<file path="config.mk">
export PLATFORM = sky130hd
export DESIGN_NAME = fwd_hazard_ctrl
export DESIGN_NICKNAME = d
export VERILOG_FILES = /design/src/rtl/hazard_pkg.sv /design/src/rtl/fwd_port_sel.sv /design/src/rtl/fwd_hazard_ctrl.sv
export SDC_FILE = /design/constraint.sdc
export NUM_CORES = 1
export LEC_CHECK = 0
export CAP_MARGIN = 20
export CORE_MARGIN = 8
export CORE_UTILIZATION = 29
export DETAILED_ROUTE_END_ITERATION = 10
export GPL_ROUTABILITY_DRIVEN = 1
export GPL_TIMING_DRIVEN = 0
export PLACE_DENSITY_LB_ADDON = 0.1
export SETUP_SLACK_MARGIN = 0.02
export SYNTH_ARGS = -nofsm -noshare
export SYNTH_HDL_FRONTEND = slang
export SYNTH_SLANG_ARGS = --single-unit
</file>
<file path="constraint.sdc">
create_clock -name clk -period 3.05 [get_ports clk]
set_clock_uncertainty 0.2 [all_clocks]
set_input_delay 0.305 -clock clk [delete_from_list [all_inputs] [get_ports clk]]
set_output_delay 0.305 -clock clk [all_outputs]
set_load 0.03 [all_outputs]
</file>
<file path="src/rtl/hazard_pkg.sv">
// rtl/hazard_pkg.sv - shared constants and types for forwarding/hazard control
package hazard_pkg;

    localparam int TNEW_W      = 2;
    localparam int REG_AW      = 5;
    localparam int MUL_LAT_DEF = 5;
    localparam int DIV_LAT_DEF = 10;

    localparam logic [1:0] SEL_RF = 2'd0;
    localparam logic [1:0] SEL_E  = 2'd1;
    localparam logic [1:0] SEL_M  = 2'd2;
    localparam logic [1:0] SEL_W  = 2'd3;

    typedef struct packed {
        logic [REG_AW-1:0] dst;
        logic [TNEW_W-1:0] tnew;
    } stage_entry_t;

    function automatic int max_int(input int a, input int b);
        return (a > b) ? a : b;
    endfunction

endpackage

</file>
<file path="src/rtl/fwd_port_sel.sv">
// rtl/fwd_port_sel.sv - per-read-port producer match, bypass select and stall decision
module fwd_port_sel
    import hazard_pkg::*;
#(
    parameter int AW = REG_AW,
    parameter int DW = 32,
    parameter int TW = TNEW_W
) (
    input  logic [AW-1:0] e_dst,
    input  logic [TW-1:0] e_tnew,
    input  logic [AW-1:0] m_dst,
    input  logic [TW-1:0] m_tnew,
    input  logic [AW-1:0] w_dst,
    input  logic [TW-1:0] w_tnew,
    input  logic [AW-1:0] addr,
    input  logic [TW-1:0] tuse,
    input  logic          rd_en,
    input  logic [DW-1:0] rf_data,
    input  logic [DW-1:0] e_data,
    input  logic [DW-1:0] m_data,
    input  logic [DW-1:0] w_data,
    output logic          port_stall,
    output logic [1:0]    sel,
    output logic [DW-1:0] data
);

    logic active;
    logic match_e;
    logic match_m;
    logic match_w;

    // $0 never matches a producer; disabled ports never stall
    assign active  = (addr != '0) && rd_en;
    assign match_e = active && (e_dst == addr);
    assign match_m = active && (m_dst == addr);
    assign match_w = active && (w_dst == addr);

    // Youngest matching producer decides: forward if ready, stall if too late, else wait
    always_comb begin
        port_stall = 1'b0;
        sel        = SEL_RF;
        data       = (addr == '0) ? '0 : rf_data;
        if (match_e) begin
            if (e_tnew == '0) begin
                sel  = SEL_E;
                data = e_data;
            end else if (e_tnew > tuse) begin
                port_stall = 1'b1;
            end
        end else if (match_m) begin
            if (m_tnew == '0) begin
                sel  = SEL_M;
                data = m_data;
            end else if (m_tnew > tuse) begin
                port_stall = 1'b1;
            end
        end else if (match_w) begin
            if (w_tnew == '0) begin
                sel  = SEL_W;
                data = w_data;
            end else if (w_tnew > tuse) begin
                port_stall = 1'b1;
            end
        end
    end

endmodule

</file>
<file path="src/rtl/fwd_hazard_ctrl.sv">
// rtl/fwd_hazard_ctrl.sv - forwarding, load-use stall and MDU interlock for the 5-stage pipeline
module fwd_hazard_ctrl
    import hazard_pkg::*;
#(
    parameter int NREAD   = 2,
    parameter int AW      = REG_AW,
    parameter int DW      = 32,
    parameter int TW      = TNEW_W,
    parameter int MUL_LAT = MUL_LAT_DEF,
    parameter int DIV_LAT = DIV_LAT_DEF
) (
    input  logic                clk,
    input  logic                reset,
    input  logic                d_valid,
    input  logic [AW-1:0]       d_dst,
    input  logic [TW-1:0]       d_tnew,
    input  logic [NREAD*AW-1:0] d_rd_addr,
    input  logic [NREAD*TW-1:0] d_tuse,
    input  logic [NREAD-1:0]    d_rd_en,
    input  logic [NREAD*DW-1:0] d_rf_data,
    input  logic                d_mdu_start,
    input  logic                d_mdu_is_div,
    input  logic                d_uses_mdu,
    input  logic [DW-1:0]       e_data,
    input  logic [DW-1:0]       m_data,
    input  logic [DW-1:0]       w_data,
    output logic                stall,
    output logic [NREAD*2-1:0]  fwd_sel,
    output logic [NREAD*DW-1:0] fwd_data,
    output logic                mdu_busy
);

    localparam int CW = $clog2(max_int(MUL_LAT, DIV_LAT) + 1);

    logic [AW-1:0]    e_dst, m_dst, w_dst;
    logic [TW-1:0]    e_tnew, m_tnew, w_tnew;
    logic             e_mdu;
    logic             e_mdu_div;
    logic [CW-1:0]    mdu_cnt;
    logic [NREAD-1:0] port_stall;

    for (genvar i = 0; i < NREAD; i++) begin : g_port
        fwd_port_sel #(
            .AW (AW),
            .DW (DW),
            .TW (TW)
        ) u_port (
            .e_dst      (e_dst),
            .e_tnew     (e_tnew),
            .m_dst      (m_dst),
            .m_tnew     (m_tnew),
            .w_dst      (w_dst),
            .w_tnew     (w_tnew),
            .addr       (d_rd_addr[i*AW +: AW]),
            .tuse       (d_tuse[i*TW +: TW]),
            .rd_en      (d_rd_en[i]),
            .rf_data    (d_rf_data[i*DW +: DW]),
            .e_data     (e_data),
            .m_data     (m_data),
            .w_data     (w_data),
            .port_stall (port_stall[i]),
            .sel        (fwd_sel[i*2 +: 2]),
            .data       (fwd_data[i*DW +: DW])
        );
    end

    assign mdu_busy = e_mdu | (mdu_cnt != '0);
    assign stall    = d_valid & ((|port_stall) | (d_uses_mdu & mdu_busy));

    // Producer tracking: D enters E unless stalled or empty; M and W always advance
    always_ff @(posedge clk) begin
        if (reset) begin
            e_dst  <= '0;
            e_tnew <= '0;
            m_dst  <= '0;
            m_tnew <= '0;
            w_dst  <= '0;
            w_tnew <= '0;
        end else begin
            if (stall || !d_valid) begin
                e_dst  <= '0;
                e_tnew <= '0;
            end else begin
                e_dst  <= d_dst;
                e_tnew <= d_tnew;
            end
            m_dst  <= e_dst;
            m_tnew <= (e_tnew == '0) ? '0 : e_tnew - 1'b1;
            w_dst  <= m_dst;
            w_tnew <= (m_tnew == '0) ? '0 : m_tnew - 1'b1;
        end
    end

    // MDU interlock: flag for the issue cycle, then count down the unit latency
    always_ff @(posedge clk) begin
        if (reset) begin
            e_mdu     <= 1'b0;
            e_mdu_div <= 1'b0;
            mdu_cnt   <= '0;
        end else begin
            e_mdu     <= d_mdu_start & d_valid & ~stall;
            e_mdu_div <= d_mdu_is_div;
            if (e_mdu) begin
                mdu_cnt <= e_mdu_div ? CW'(DIV_LAT) : CW'(MUL_LAT);
            end else if (mdu_cnt != '0) begin
                mdu_cnt <= mdu_cnt - 1'b1;
            end
        end
    end

endmodule

</file>
==> Word level (Yosys, flattened, before mapping) <==
Cells that the tools add are included.
{ "op_classes": {"eq_ne": 6, "mux": 44, "order_cmp": 6, "reduce_logical": 23, "n_addsub": 3, "bitwise": 7} }
{ "op_table": {"columns": ["operator", "n"], "rows": [
  ["$mux 32", 14],
  ["$eq 5x5->1", 6],
  ["$mux 1", 19],
  ["$mux 2", 8],
  ["$gt 2x2->1", 6],
  ["$mux 4", 3],
  ["$logic_not 5->1", 2],
  ["$reduce_bool 5->1", 2],
  ["$logic_and 1x1->1", 8],
  ["$reduce_or 2->1", 4],
  ["$logic_not 2->1", 3],
  ["$and 1x1->1", 4],
  ["$reduce_bool 4->1", 1],
  ["$sub 2x1->2 const B", 2],
  ["$sub 4x1->4 const B", 1],
  ["$or 1x1->1", 2],
  ["$reduce_bool 2->1", 1],
  ["$logic_not 1->1", 1],
  ["$logic_or 1x1->1", 1],
  ["$not 1->1", 1]
]} }
{ "totals": {"input_bits": 189, "out_inout_bits": 70, "register_bits": 27, "word_cells": 98} }

==> Depth between registers and ports, before layout <==
{ "logic_depth": {"word_depth": 11, "ltp_mapped": 9, "depth_no_buf": 8} }

==> Modules after synthesis <==
Synthesis repeated with hierarchy kept, for this count alone.
{ "hier_totals": {"hier_cells": 850, "area_unflattened_um2": 5382.7} }
{ "modules_own_cells": {"columns": ["mod", "n_inst", "area_per_inst_um2", "cells_per_inst", "seq_area_each_um2"], "rows": [
  ["fwd_port_sel", 2, 2233.4, 384, 0.0],
  ["fwd_hazard_ctrl", 1, 915.9, 82, 540.5]
]} }

==> Worst setup path before layout <==
No wires, ideal clock.
{ "synth_path": {"path_kind": "input port to output port", "start": "input d_rd_addr[8]", "end": "output fwd_data[32]", "stages": 9, "required_time_ns": 2.545, "path_buffers": 3, "t_arrival_ns": 2.792, "slack_ns": -0.247, "path_cell_list": "clkbuf_1 -> xnor2_1 -> nand4_1 -> or3_1 -> buf_2 -> and2_1 -> a221o_1 -> buf_6 -> a222oi_1"} }
{ "synth_via": {"elab_chain_cells": 6, "word_cells_on_any_way": 16, "classes_between": "eq/ne: 3; mux: 7; reduce/logical: 6"} }
{ "synth_rtl": {"columns": ["element", "line", "rtl"], "rows": [
  ["start: declaration", "fwd_hazard_ctrl.sv:17", "input logic [NREAD*AW-1:0] d_rd_addr,"],
  ["$logic_not 5->1 / $reduce_bool 5->1 (equally long branches)", "fwd_port_sel.sv:42, fwd_port_sel.sv:33", null],
  ["$mux 32 / $logic_and 1x1->1 (equally long branches)", "fwd_port_sel.sv:42, fwd_port_sel.sv:33", null],
  ["$mux 32 / $logic_and 1x1->1 (equally long branches)", "fwd_port_sel.sv:58, fwd_port_sel.sv:36", null],
  ["$mux 32", "fwd_port_sel.sv:57", "end else if (match_w) begin"],
  ["$mux 32", "fwd_port_sel.sv:50", "end else if (match_m) begin"],
  ["$mux 32 *", "fwd_port_sel.sv:43", "if (match_e) begin"],
  ["end: declaration", "fwd_hazard_ctrl.sv:29", "output logic [NREAD*DW-1:0] fwd_data,"]
]} }
Every way passes the cells marked *; elsewhere a longest branch is shown, timed or not.

==> Worst setup path after layout <==
{ "layout_path": {"start": "register m_dst[1]", "end": "output fwd_data[34]"} }
{ "layout_via": {"elab_chain_cells": 4} }
{ "layout_rtl": {"columns": ["element", "line", "rtl"], "rows": [
  ["start: declaration", "fwd_hazard_ctrl.sv:35", "logic [AW-1:0] e_dst, m_dst, w_dst;"],
  ["start signal: assignment", "fwd_hazard_ctrl.sv:87", "m_dst <= e_dst;"],
  ["$eq 5x5->1", "fwd_port_sel.sv:35", "assign match_m = active && (m_dst == addr);"],
  ["$logic_and 1x1->1", "fwd_port_sel.sv:35", null],
  ["$mux 32", "fwd_port_sel.sv:50", null],
  ["$mux 32", "fwd_port_sel.sv:43", null]
]} }
No other way between the ends.

==> summary.md <==
| Metric | Value |
|---|---|
| DR iter-0 viols | 509 |
| Avg Inst Size Synth | around 6.6 µm² |
| Critical path required time | between 2 and 3 ns |
| CP max FO | 8 |
| Leak pwr | between 3 and 4 nW |
| Post-Layout Inst Area | 9470 µm² |
| Hold-fix buffers, CTS | 0 |
| R2R Path End | e_tnew[0] |
| Clk pin slew, worst setup/hold paths | approximately 0.060 ns |
| Cells after DPL | between 1000 and 1500 |
| Syn-to-layout area delta | 90.5% |
| Highest clock rate | roughly 300 MHz |
| Pin count of the biggest net entering global routing | 16 |
| DP HPWL | a little over 20000 µm |
| Max-cap viol count | 0 |
| R2R Setup Slk | 0.64 ns |
| Sw frac | between 40% and 50% |
| Async SR Flop Fraction | 0% |
| Slew Limit Fails | 0 |
| Post-route DRC | 0 |
| Worst-Margin Slew | 0.614 ns |
| Main combinational cell family by area after synthesis | compound AO/OA/AOI/OAI gates |
| Synth Area in Adders | under 10% |
| Rows | between 40 and 50 |
| Buffers on Ports | 256 |
| Worst setup path startpoint | m_dst[1] |
| Reg2reg path depth | 8 |
| DIE WIDTH | 147 µm |
| Post-synthesis sequential area ratio | a little over a tenth |
| PD cells | roughly 250 nW/µm² |
| Final Worst Setup Slack | -0.269 ns |
| CP cell instances | xnor2_2 -> nand4_1 -> or3_1 -> buf_6 -> and2_4 -> a221o_4 -> buf_8 -> a222oi_1 -> buf_4 |
| Clk Latency, worst-skew pair | roughly 0.26 ns |
| Initial antenna violation count | 0 |
| Final nets | around 1300 |
| Xor and xnor area share after synthesis | under 10% |
| Synth Area in Compound Gates | between 30% and 40% |
| CP max-delay cell | a221o_4 |
| Setup TNS after final layout | -7.40 ns |
| Launching point of the worst reg2reg path | w_dst[2] |
| WHS | around 0.21 ns |
| Gate Count Post-Synth | roughly 760 |
| Vias | ~7300 |
| Status | complete, but fails checks |
| Crit path DAT | about 2.8 ns |
| Unique cell type count in the Yosys netlist | 43 |
| Synth Area in Simple Gates | between 20% and 30% |
| Crit path time final | about 3.3 ns |
| Detailed Routing Iterations Pass 1 | 9 |
| Setup CP Type | reg -> out |
| Clock sinks | 27 |
| Maximum clock path buffer count | 2 |
| Max VDD drop | 0.000296 V |
| RSZ-0062 raised after global routing | true |
| GPL Wtd Cong | between 0.8 and 0.9 |
| Switching pwr | ~1.1 mW |
| Max-slew headroom | 59.1% |
| Initial Utilization | ~29% |
| Total CTS buffers | 3 |
| Clock share of power | roughly 12% |
| Critical path capture point type | output pin |
| Multiplexer area fraction after synthesis | 0% |
| Mapped cell area | 4970 µm² |
| Overall routed net length | roughly 28000 µm |
| Vias per cell | 5.74 |
| GRT Util Overall | a little under a quarter |
| # diodes | 0 |
| GR Overflow Total | 0 |
| Critical Path Source Type | register |
| Die area | between 20000 and 25000 µm² |
| Cell Count, Final, Fillers Out | around 1300 |
| Die Y | 147 µm |
| Hold WC Path Type | reg -> reg |
| Final period util | 109% |
| DR WL/cell | 22.2 µm |
| Global-route wire length before repair | approximately 42000 µm |
| Vias in the first global route | approximately 7400 |
| Post-route ant nets | 0 |
| Syn nets | between 900 and 1000 |
| Logic pwr share | between 60 and 70% |
| H-tree levels | 1 |
| Commonest non-fill, non-tap cell in the layout | clkdlybuf4s50_1 |
| CORE AREA | 17000 µm² |
| EDFF count, synth | 0 |
| Sequential share of power | between 10% and 20% |
| Hold Violations, Final | 0 |
| CP peak stage delay | approximately 0.48 ns |
| P_int | ~1.3 mW |
| IO Pins | around 260 |
| Placed instance area | 8020 µm² |
| Main synth FF type | dfxtp_1 |
| TritonCTS clock tree | yes |
| Crit path to | fwd_data[34] |
| Synthesis-stage register bit count | 27 |
| Syn. warnings | 0 |
| Final Setup Violations | 63 |
| Commonest non-fill, non-tap cells in the layout | 177 x clkdlybuf4s50_1, 110 x nand2_1, 96 x buf_4 |
| Layout cells sized above 1 | 32.2% |
| Failing checks | negative setup slack |
| CTS Root Cell | clkbuf_16 |
logic make-up after synthesis:
logic type,after synthesis
simple gates,272
compound gates,254
flops,27
fa+ha+maj,16
buf+inv,153
xor+xnor,33
stage by stage:
step           setup slack, ns  util [%]  power, mW
3_5_place_dp             -1.56      47.2       1.90
4_1_cts                 -0.245      51.9       2.27
5_1_grt                 -0.338      55.7       2.49
2_1_floorplan           -0.109         -       1.26
3_3_place_gp             -1.55      47.1       1.90
6_report                -0.269      55.7       2.35
flip-flops by register name, indices dropped and copies added (netlist names):
| register | count |
|---|---|
| e_dst | 5 |
| e_mdu | 1 |
| e_mdu_div | 1 |
| e_tnew | 2 |
| m_dst | 5 |
| m_tnew | 2 |
| mdu_cnt | 4 |
| w_dst | 5 |
| w_tnew | 2 |
worst min-delay path by stage:
stage / end / from / slack (ns) / cells after the start
global route: w_tnew[0] / m_tnew[0] / 0.22 / 1
CTS: w_tnew[0] / m_tnew[0] / 0.21 / 1
floorplan: m_tnew[0] / e_tnew[0] / 0.20 / 1
global placement: w_tnew[0] / m_tnew[0] / 0.20 / 1
finish: w_tnew[0] / m_tnew[0] / 0.21 / 1
detailed placement: w_tnew[0] / m_tnew[0] / 0.21 / 1
repair_timing:
| item | in CTS | in global routing |
|---|---|---|
| pin swaps | 43 | 33 |
| cloned | 1 | 3 |
| setup buffers | 23 | 10 |
| setup endpoints to repair | 77 | 69 |
| gates resized for setup | 688 | 123 |
power groups by stage:
stage / Clock, mW / Combinational, mW / Sequential (mW)
2_1_floorplan: 0 / 0.832 / 0.424
3_3_place_gp: 0 / 1.46 / 0.433
3_5_place_dp: 0 / 1.47 / 0.434
4_1_cts: 0.297 / 1.55 / 0.426
5_1_grt: 0.312 / 1.74 / 0.430
6_report: 0.290 / 1.63 / 0.425
cell usage after synthesis (12+ instances only):
cell,count,share of area (%)
nor2b_1,16,2.0
a211oi_1,35,5.3
clkbuf_1,60,4.5
a221oi_1,32,5.6
a31oi_1,32,4.0
xnor2_1,23,4.1
nand2_1,111,8.4
dfxtp_1,27,11
and2_1,33,4.2
a222oi_1,32,6.4
nand4_1,34,4.3
o21ai_0,35,3.5
nor2_1,12,0.91
a22o_1,33,5.8
nor3_1,49,4.9
ha_1,16,4.0
o2bb2ai_1,32,5.6
inv_1,77,5.8
critical path, delay by kind of cell (launching register included):
family / cells / cell delay (ns)
AO/OA/AOI/OAI: 2 / 0.85
AND/OR/NAND/NOR: 3 / 0.63
buffers and inverters: 3 / 0.57
flip-flops: 1 / 0.36
XOR/XNOR: 1 / 0.14
cell type report:
cell class | instances | area, µm²
buffer | 70 | 487
timing repair buffer | 292 | 2780
fill | 1688 | 7530
tap | 225 | 282
inverter | 77 | 289
multi-input combinational | 575 | 4990
clock inverter | 1 | 5.00
sequential | 27 | 561
clock buffer | 3 | 75.1
routing by layer:
layer / vias to the layer above / global-route usage, % / wire [µm]
met1: 3492 / 30.0 / 11800
met3: 56 / 3.45 / 2010
met2: 322 / 40.3 / 13500
met4: 0 / 8.52 / 925
met5: - / 0 / 0
li1: 3417 / - / -
Power figures use the tool's default switching activity.
